<file path="config.mk">
export PLATFORM = sky130hd
export DESIGN_NAME = pe_link_arbiter_flat
export DESIGN_NICKNAME = d
export VERILOG_FILES = /design/src/rtl/pe_link_if.sv /design/src/rtl/pe_link_arbiter.sv /design/src/flat_wrapper.sv
export SDC_FILE = /design/constraint.sdc
export NUM_CORES = 1
export LEC_CHECK = 0
export BUFFER_PORTS_ARGS = -buffer_cell sky130_fd_sc_hd__buf_2
export CAP_MARGIN = 25
export CORE_ASPECT_RATIO = 1.4
export CORE_MARGIN = 2
export CORE_UTILIZATION = 47
export CTS_CLUSTER_DIAMETER = 100
export DETAILED_ROUTE_END_ITERATION = 6
export GPL_ROUTABILITY_DRIVEN = 1
export GPL_TIMING_DRIVEN = 0
export PLACE_DENSITY = 0.87
export SLEW_MARGIN = 20
export SYNTH_ARGS = -nofsm -noshare
export SYNTH_HDL_FRONTEND = slang
export SYNTH_SLANG_ARGS = --single-unit
</file>
<file path="constraint.sdc">
create_clock -name clk -period 2.6 [get_ports clk]
set_input_delay 0.52 -clock clk [delete_from_list [all_inputs] [get_ports clk]]
set_output_delay 0.52 -clock clk [all_outputs]
set_load 0.1 [all_outputs]
</file>
<file path="src/rtl/pe_link_if.sv">
// pe_link_if: four PE source ports sharing one valid/ready injection link, plus status.
interface pe_link_if #(parameter int DATA_W = 32);
  logic [4*DATA_W-1:0] pe_data;
  logic [3:0]          pe_data_valid;
  logic [3:0]          pe_data_ready;
  logic [DATA_W-1:0]   data;
  logic                data_valid;
  logic                data_ready;
  logic [3:0]          grant;
  logic [31:0]         flit_count;
  modport master (
    output pe_data, pe_data_valid, data_ready,
    input  pe_data_ready, data, data_valid, grant, flit_count
  );
  modport slave (
    input  pe_data, pe_data_valid, data_ready,
    output pe_data_ready, data, data_valid, grant, flit_count
  );
endinterface

</file>
<file path="src/rtl/pe_link_arbiter.sv">
// pe_link_arbiter: round-robin burst arbiter of 4 PE sources onto one registered link stage.
module pe_link_arbiter #(
  parameter int DATA_W    = 32,
  parameter int MAX_BURST = 4
) (
  input logic   clk,
  input logic   rst,
  pe_link_if.slave l
);
  typedef enum logic {IDLE, LOCK} state_t;
  state_t     state;
  logic [1:0] rr_ptr, owner, win, sel, idx;
  logic [3:0] beat_cnt, ready;
  logic       win_ok, load_en, accept, owner_valid;
  assign load_en     = !l.data_valid || l.data_ready;
  assign owner_valid = l.pe_data_valid[owner];
  always_comb begin
    win    = rr_ptr;
    win_ok = 1'b0;
    idx    = 2'd0;
    // scan from the far end so the closest valid source to rr_ptr wins last
    for (int i = 3; i >= 0; i--) begin
      idx = rr_ptr + 2'(i);
      if (l.pe_data_valid[idx]) begin
        win    = idx;
        win_ok = 1'b1;
      end
    end
    sel   = state == LOCK ? owner : win;
    ready = (!rst && load_en && (state == LOCK ? owner_valid : win_ok)) ? 4'b0001 << sel : 4'b0000;
  end
  assign accept          = |ready;
  assign l.pe_data_ready = ready;
  assign l.grant         = state == LOCK ? 4'b0001 << owner : 4'b0000;
  always_ff @(posedge clk or posedge rst) begin
    if (rst) begin
      state        <= IDLE;
      rr_ptr       <= 2'd0;
      owner        <= 2'd0;
      beat_cnt     <= 4'd0;
      l.data       <= '0;
      l.data_valid <= 1'b0;
      l.flit_count <= 32'd0;
    end else begin
      if (l.data_valid && l.data_ready) l.flit_count <= l.flit_count + 32'd1;
      if (accept) begin
        l.data       <= l.pe_data[sel*DATA_W +: DATA_W];
        l.data_valid <= 1'b1;
      end else if (l.data_ready) l.data_valid <= 1'b0;
      if (state == IDLE) begin
        if (accept) begin
          if (MAX_BURST == 1) rr_ptr <= win + 2'd1;
          else begin
            state    <= LOCK;
            owner    <= win;
            beat_cnt <= 4'd1;
          end
        end
      end else if (!owner_valid || (load_en && beat_cnt + 4'd1 == 4'(MAX_BURST))) begin
        state  <= IDLE;
        rr_ptr <= owner + 2'd1;
      end else if (load_en) beat_cnt <= beat_cnt + 4'd1;
    end
  end
endmodule

</file>
<file path="src/flat_wrapper.sv">
// flat-port wrapper written by rule: the top's interface ports become plain ports
module pe_link_arbiter_flat 
#(
  parameter int DATA_W    = 32,
  parameter int MAX_BURST = 4
)
  (clk, rst, l_pe_data, l_pe_data_valid, l_data_ready, l_pe_data_ready, l_data, l_data_valid, l_grant, l_flit_count);
  pe_link_if #(.DATA_W(DATA_W)) l_i ();
  input logic clk;
  input logic rst;
  input wire logic [$bits(l_i.pe_data)-1:0] l_pe_data;
  input wire logic [$bits(l_i.pe_data_valid)-1:0] l_pe_data_valid;
  input wire logic [$bits(l_i.data_ready)-1:0] l_data_ready;
  output wire logic [$bits(l_i.pe_data_ready)-1:0] l_pe_data_ready;
  output wire logic [$bits(l_i.data)-1:0] l_data;
  output wire logic [$bits(l_i.data_valid)-1:0] l_data_valid;
  output wire logic [$bits(l_i.grant)-1:0] l_grant;
  output wire logic [$bits(l_i.flit_count)-1:0] l_flit_count;
  assign l_i.pe_data = l_pe_data;
  assign l_i.pe_data_valid = l_pe_data_valid;
  assign l_i.data_ready = l_data_ready;
  assign l_pe_data_ready = l_i.pe_data_ready;
  assign l_data = l_i.data;
  assign l_data_valid = l_i.data_valid;
  assign l_grant = l_i.grant;
  assign l_flit_count = l_i.flit_count;
  pe_link_arbiter #(.DATA_W(DATA_W), .MAX_BURST(MAX_BURST)) u_core (.clk(clk), .rst(rst), .l(l_i));
endmodule
</file>
==> results of run 1 <==
[cells by family (layout without fill, tap and decap cells)]
| group | count (synthesis) | in the layout | share of synthesized area |
|---|---|---|---|
| xor gates and xnor gates | 32 | 32 | 0.0650 |
| DFF | 74 | 74 | 0.429 |
| muxes | 5 | 5 | 0.0154 |
| and+or+nand+nor | 220 | 220 | 0.241 |
| buffers and inverters | 37 | 281 | 0.0421 |
| adders and majority gates | 6 | 6 | 0.0174 |
| AOI/OAI and AO/OA | 115 | 115 | 0.190 |
[worst reg2reg max path, delay by kind of cell (launching register included)]
family,cells,cell delay [ps]
buffers and inverters,3,660
AOI/OAI and AO/OA,4,850
DFF,1,430
and+or+nand+nor,2,250
[metrics by stage]
step / total power, mW / setup slack, ps / util / area, um^2 / TNS [ps]
3_5_place_dp: 7.32 / -609 / 0.617 / 5540 / -1840
6_report: 9.25 / -35.6 / 0.691 / 6200 / -103
3_3_place_gp: 7.15 / -959 / 0.614 / 5510 / -56060
4_1_cts: 9.14 / -7.21 / 0.686 / 6160 / -7.21
2_1_floorplan: 6.15 / 2.69 / - / 4340 / 0
5_1_grt: 9.62 / -108 / 0.691 / 6200 / -346
[routing by layer]
layer | GRT usage | part of all wire | up-vias | wire [um]
li1 | - | - | 2236 | -
met1 | 0.325 | 0.37 | 2327 | 5420
met2 | 0.487 | 0.52 | 271 | 7670
met3 | 0.0366 | 0.068 | 52 | 989
met4 | 0.158 | 0.036 | 0 | 528
met5 | 0 | 0 | - | 0
[worst max-delay path by stage]
stage	end	slack, ps	cells past startpoint
floorplan	l_pe_data_ready[0]	3	5
global placement	u_core.l.data_valid	-960	2
detailed placement	l_pe_data_ready[0]	-610	9
CTS	l_pe_data_ready[2]	-7	7
global route	l_pe_data_ready[2]	-110	8
finish	l_pe_data_ready[2]	-40	7
[power by group]
part | internal [mW] | switching (mW)
clock | 0.898 | 0.517
combinational | 1.64 | 4.37
sequential | 1.53 | 0.293
[registers in the layout (all words and copies together), names as in the netlist]
name and cells:
u_core.rr_ptr 2, u_core.beat_cnt 4, u_core.state 1, u_core.l.data 32, u_core.l.data_valid 1, u_core.owner 2, u_core.l.flit_count 32
[timing repair]
item	in CTS	in global routing
pin swaps	4	1
endpoints found under the setup margin	4	4
resized for setup	44	3
buffers inserted	17	4
[area by class of cell]
type | instances | share of cell area
plain buffers | 32 | 0.0357
clock buffers | 11 | 0.0407
clock inverters | 5 | 0.0137
inverters | 4 | 0.00282
multi-input cells | 378 | 0.380
flip-flops and latches | 74 | 0.299
well taps | 107 | 0.0216
repair buffers | 229 | 0.207
[layout by cell type, fill, tap and decap left out, types with 6 or more instances in the layout]
cell	Yosys	layout
ha_1	6	6
buf_4	1	23
and2_1	8	7
clkbuf_1	16	12
nand3_1	11	11
buf_2	13	210
clkbuf_16	0	9
a32oi_1	32	32
xor2_1	8	8
nand2_1	83	83
nand2b_1	34	34
xnor2_1	24	24
nand4_1	8	8
a31oi_1	64	64
nor2_1	50	48
and3_1	7	6
dfrtp_1	74	72
==> metrics.txt, run 1 <==
failing checks setup timing; Clock Path Buffers 2; Via density between 5 and 6; Sink Count 74; Worst-Margin Slew 575 ps; final-stage net count just under 900; drt drc 0; P&R area growth vs syn 43.8%; placed cells 804; YS warnings 0; hold buffer count at cts 0; port bufs approximately 210; CP cell instances mux4_2 -> nor2b_2 -> a2111oi_4 -> buf_4 -> buf_8 -> nor2b_4 -> buf_12; FF+latch area ~1900 um^2; CTS tree built; DRT iter0 DRCs 320; FILL cells roughly 720; Layout Skew around 5.5 ps; sequential fraction of the synthesis area 0.429; Wirelength per Cell 17.4 um; slowest stage cell, crit path dfrtp_2; Post-Syn Area ~4300 um^2; r2r setup slk 320 ps; Synth area leader dfrtp_1; clock slew at reported path FFs 60 ps; hold crit path type in -> async; Worst Path Buf+Inv 3; I/O pins 208; count leader, synth nand2_1; Max-slew headroom 0.616; Clk Latency, worst-skew pair about 340 ps; core area ~9000 um^2; Num CTS Buffers 9; fin cells 840; P per Cell Area 1490 nW/um^2; Peak VDD IR around 990 uV; Tot GR Track Use 0.280; die area 9970 um^2; ranking of synthesized cells by area dfrtp_1 43%, a31oi_1 9.3%, nand2_1 7.2%; Distinct cells, synth 40; Tcrit/Tclk final 1.01; end of the worst register-to-register path u_core.l.data[30]; Post-synth top cells 83 x nand2_1, 74 x dfrtp_1, 64 x a31oi_1; largest net degree at the start of global routing 52; Worst Setup SP u_core.owner[0]; delay-heaviest family, CP buffers and inverters; Synth top area share 0.429; standard-cell rows 41; placer congestion estimate 0.852; max incr delay on CP about 410 ps; number of synthesized register bits 74; CP Class reg -> out; Leakage 2.96 nW; Die W roughly 85 um; required time of the worst setup path between 2000 and 2500 ps; TritonRoute pass-1 iters 6; Hold Vio Cnt, Final 0; Tmin final between 2000 and 3000 ps; mean area per synthesized cell 8.82 um^2; reg2reg start u_core.rr_ptr[0]; Antenna Nets Post-Route 0; cells on worst reg2reg path 9; Setup-failing EPs final 4; cells after synthesis around 490; GRT Residual Overflow 0; initial antenna violation count 0; ANT cells 0; WHS between 150 and 200 ps; area of the multi-input gates 2360 um^2; Post-synth EDFFs 0; crit start category flop; vias in the first global route 4830; dpl hpwl roughly 10000 um; FFs w/ async S/R, synth 1.00; share of cells above drive strength 1 0.392; Slew Limit Fails 0; ys flop type dfrtp_1; CP endpoint kind output port; clock root buffer clkbuf_16; max-capacitance violation count 0; vias post-DR just under 5000; syn_nets 630; initial core utilization 0.480; CTS H-tree depth 3; Die Y between 100 and 150 um; Crit Path Max Fanout 6; outcome complete, but fails checks; Max Freq approximately 380 MHz; worst setup margin -35.6 ps; global-route wire length before repair between 20000 and 25000 um; CP Data Arrival Time ~2100 ps; unrepaired setup endpoints after global routing true; Total Routed Length around 15000 um
Note: power is estimated with default switching activity, not from simulation.
==> run 2, diff against run 1 <==
--- a/config.mk
+++ b/config.mk
@@ -5,11 +5,12 @@
 export SDC_FILE = /design/constraint.sdc
 export NUM_CORES = 1
 export LEC_CHECK = 0
+export ABC_AREA = 1
 export BUFFER_PORTS_ARGS = -buffer_cell sky130_fd_sc_hd__buf_2
 export CAP_MARGIN = 25
 export CORE_ASPECT_RATIO = 1.4
 export CORE_MARGIN = 2
-export CORE_UTILIZATION = 47
+export CORE_UTILIZATION = 49
 export CTS_CLUSTER_DIAMETER = 100
 export DETAILED_ROUTE_END_ITERATION = 6
 export GPL_ROUTABILITY_DRIVEN = 1
==> metrics.txt, run 2 <==
Die Y 123 um (+5.0%); P&R area growth vs syn 38.8%; Num CTS Buffers 9 (unchanged); number of synthesized register bits 74 (unchanged); Die W 89.1 um (+4.9%); Sink Count 74 (unchanged); Total Routed Length 17100 um (+17%); ys flop type dfrtp_1; Crit Path Max Fanout 7 (+1); syn_nets 901 (+43%); Largest regs u_core.l.data: 32 flops, u_core.l.flit_count: 32 flops, u_core.beat_cnt: 4 flops; die area 11000 um^2 (+10%); Setup WS pre-CTS -345 ps (+264 ps); Post-Syn Area 4970 um^2 (+15%); Layout Skew 10.7 ps (+5.20 ps); Logic pwr share 0.723 (+0.073); Max Freq 368 MHz (-3.1%); Sw Share 0.596 (+0.0355); CTS tree built; FILL cells 873 (+22%); Post-synth top cells 373 x nand2_1, 119 x nand3_1, 74 x dfrtp_1; Max-slew headroom 0.482 (-0.134); count leader, synth nand2_1; Synth top area share 0.372 (-0.0570); required time of the worst setup path 2080 ps (about the same); Tot GR Track Use 0.307 (+0.0269); placed cells 1103 (+37%); Sequential Power Share 0.161 (-0.036); Hold Vio Cnt, Final 0 (unchanged); CP Data Arrival Time 2200 ps (+80 ps); crit start category flop; share of cells above drive strength 1 0.309 (-0.0822); r2r setup slk 310 ps (about the same); CTS H-tree depth 3 (unchanged); initial antenna violation count 0 (unchanged); hold crit path type in -> async; outcome complete, but fails checks; ranking of synthesized cells by area dfrtp_1 37%, nand2_1 28%, nand3_1 12%; max incr delay on CP 460 ps (+50 ps); Synth area leader dfrtp_1; global-route wire length before repair 26300 um (+17%); Clock Path Buffers 2 (unchanged); final-stage net count 1135 (+31%); largest net degree at the start of global routing 41 (-21%); hold buffer count at cts 0 (unchanged); CP endpoint kind output port; core area 9900 um^2 (+10%); slowest stage cell, crit path dfrtp_2; clock root buffer clkbuf_16; dpl hpwl 12600 um (+23%); YS warnings 0 (unchanged); Clock power frac 0.117 (-0.036); ANT cells 0 (unchanged); I/O pins 208 (unchanged); Via density 5.25 (-9.8%); sequential fraction of the synthesis area 0.372 (-0.0570); DRT iter0 DRCs 376 (+18%); mean area per synthesized cell 6.54 um^2 (-26%); Placed Area 6330 um^2 (+14%); FF+latch area 1850 um^2 (unchanged); most frequent cells in the layout 362 x nand2_1, 214 x buf_2, 113 x nand3_1; P per Cell Area 1590 nW/um^2 (+6.3%); failing checks setup timing; initial core utilization 0.502 (+0.0220); Clk Latency, worst-skew pair 340 ps (about the same); max-capacitance violation count 0 (unchanged); Worst-Margin Slew 769 ps (+195 ps); fin util 0.698 (+0.00654); design area 6910 um^2 (+11%); cells on worst reg2reg path 13 (+4); setup_tns -435 ps (-332 ps); TritonRoute pass-1 iters 6 (unchanged); unrepaired setup endpoints after global routing true; clock slew at reported path FFs 60 ps (about the same); reg2reg start u_core.rr_ptr[0]; commonest non-fill, non-tap cell in the layout nand2_1; port bufs 207 (unchanged); drt drc 0 (unchanged); FFs w/ async S/R, synth 1.00 (unchanged); Antenna Nets Post-Route 0 (unchanged); NetSw 6.52 mW (+26%); CP cell instances buf_6 -> nand2_4 -> nand3_2 -> o21bai_1 -> nand4_1 -> nand2_2 -> o21ai_4 -> clkinv_4 -> nor3_4 -> buf_12; vias in the first global route 5540 (+15%); Wirelength per Cell 15.1 um (-13%); Leakage 4.07 nW (+38%); GRT Residual Overflow 0 (unchanged); Distinct cells, synth 31 (-23%); Peak VDD IR 1030 uV (+4.1%); Slew Limit Fails 0 (unchanged); Internal 4.43 mW (+8.8%); worst setup margin -121 ps (-85.1 ps); Tmin final 2720 ps (+85.1 ps); standard-cell rows 43 (+4.9%); end of the worst register-to-register path u_core.l.data[13]; fin cells 1134 (+35%); cells after synthesis 760 (+55%); Tcrit/Tclk final 1.05 (+0.0327); Post-synth EDFFs 0 (unchanged); Setup-failing EPs final 4 (unchanged); area of the multi-input gates 2890 um^2 (+22%); placer congestion estimate 0.923 (+8.3%); CP Class reg -> out; vias post-DR 5949 (+22%)
-- run 2: critical path, delay by kind of cell, from the launching register on --
| family | cells | cell delay [ps] |
|---|---|---|
| AND/OR/NAND/NOR | 5 | 590 |
| buffers and inverters | 3 | 520 |
| flip-flops | 1 | 460 |
| AO/OA/AOI/OAI | 2 | 280 |
-- run 2: logic make-up (layout without fill, tap and decap cells) --
| logic type | count (synthesis) | after routing | synth area share |
|---|---|---|---|
| AND/OR/NAND/NOR | 547 | 547 | 0.455 |
| buffers and inverters | 80 | 319 | 0.0805 |
| AO/OA/AOI/OAI | 26 | 26 | 0.0292 |
| adder cells (fa/ha/maj) | 6 | 6 | 0.0151 |
| flip-flops | 74 | 74 | 0.372 |
| XOR/XNOR | 27 | 27 | 0.0475 |
-- run 2: timing repair --
item                                    CTS  global route
endpoints found under the setup margin    4             4
cloned                                    1             0
pin swaps                                 4            10
setup buffers                             8             8
gates resized for setup                  41             7
-- run 2: per-layer routing --
metal | part of all wire | wire, um | up-vias | global-route usage
li1 | - | - | 2882 | -
met4 | 0.023 | 399 | 0 | 0.102
met5 | 0 | 0 | - | 0
met1 | 0.38 | 6570 | 2749 | 0.368
met2 | 0.52 | 8860 | 285 | 0.546
met3 | 0.076 | 1310 | 33 | 0.0554
-- run 2: worst max-delay path by stage --
| stage | startpoint | cells past startpoint | slack [ps] | endpoint |
|---|---|---|---|---|
| 6_report | u_core.rr_ptr[0] | 10 | -120 | l_pe_data_ready[2] |
| 5_1_grt | u_core.rr_ptr[0] | 10 | -220 | l_pe_data_ready[2] |
| 4_1_cts | u_core.rr_ptr[0] | 13 | -130 | l_pe_data_ready[2] |
| 3_5_place_dp | l_pe_data_valid[2] | 12 | -340 | l_pe_data_ready[3] |
| 3_3_place_gp | rst | 2 | -1020 | u_core.l.data_valid |
| 2_1_floorplan | u_core.rr_ptr[0] | 12 | -100 | l_pe_data_ready[0] |
-- run 2: metrics by stage --
step           total power, mW  hold WS, ps
5_1_grt                   11.7          260
2_1_floorplan             7.55          514
3_3_place_gp              8.96          457
3_5_place_dp              9.07          460
6_report                  10.9          234
4_1_cts                   10.7          240
-- run 2: power groups by stage --
stage	clock, mW	combinational, mW	sequential, mW
3_3_place_gp	0	7.21	1.75
6_report	1.28	7.91	1.76
2_1_floorplan	0	3.87	3.68
3_5_place_dp	0	7.31	1.76
5_1_grt	1.33	8.55	1.80
4_1_cts	1.28	7.69	1.75
-- run 2: cell type report --
type / instances / area share
buffer: 36 / 0.0357
clock buffer: 9 / 0.0326
clock inverter: 7 / 0.0112
inverter: 42 / 0.0294
multi-input combinational: 606 / 0.418
sequential: 74 / 0.269
tap: 135 / 0.0245
timing repair buffer: 225 / 0.180
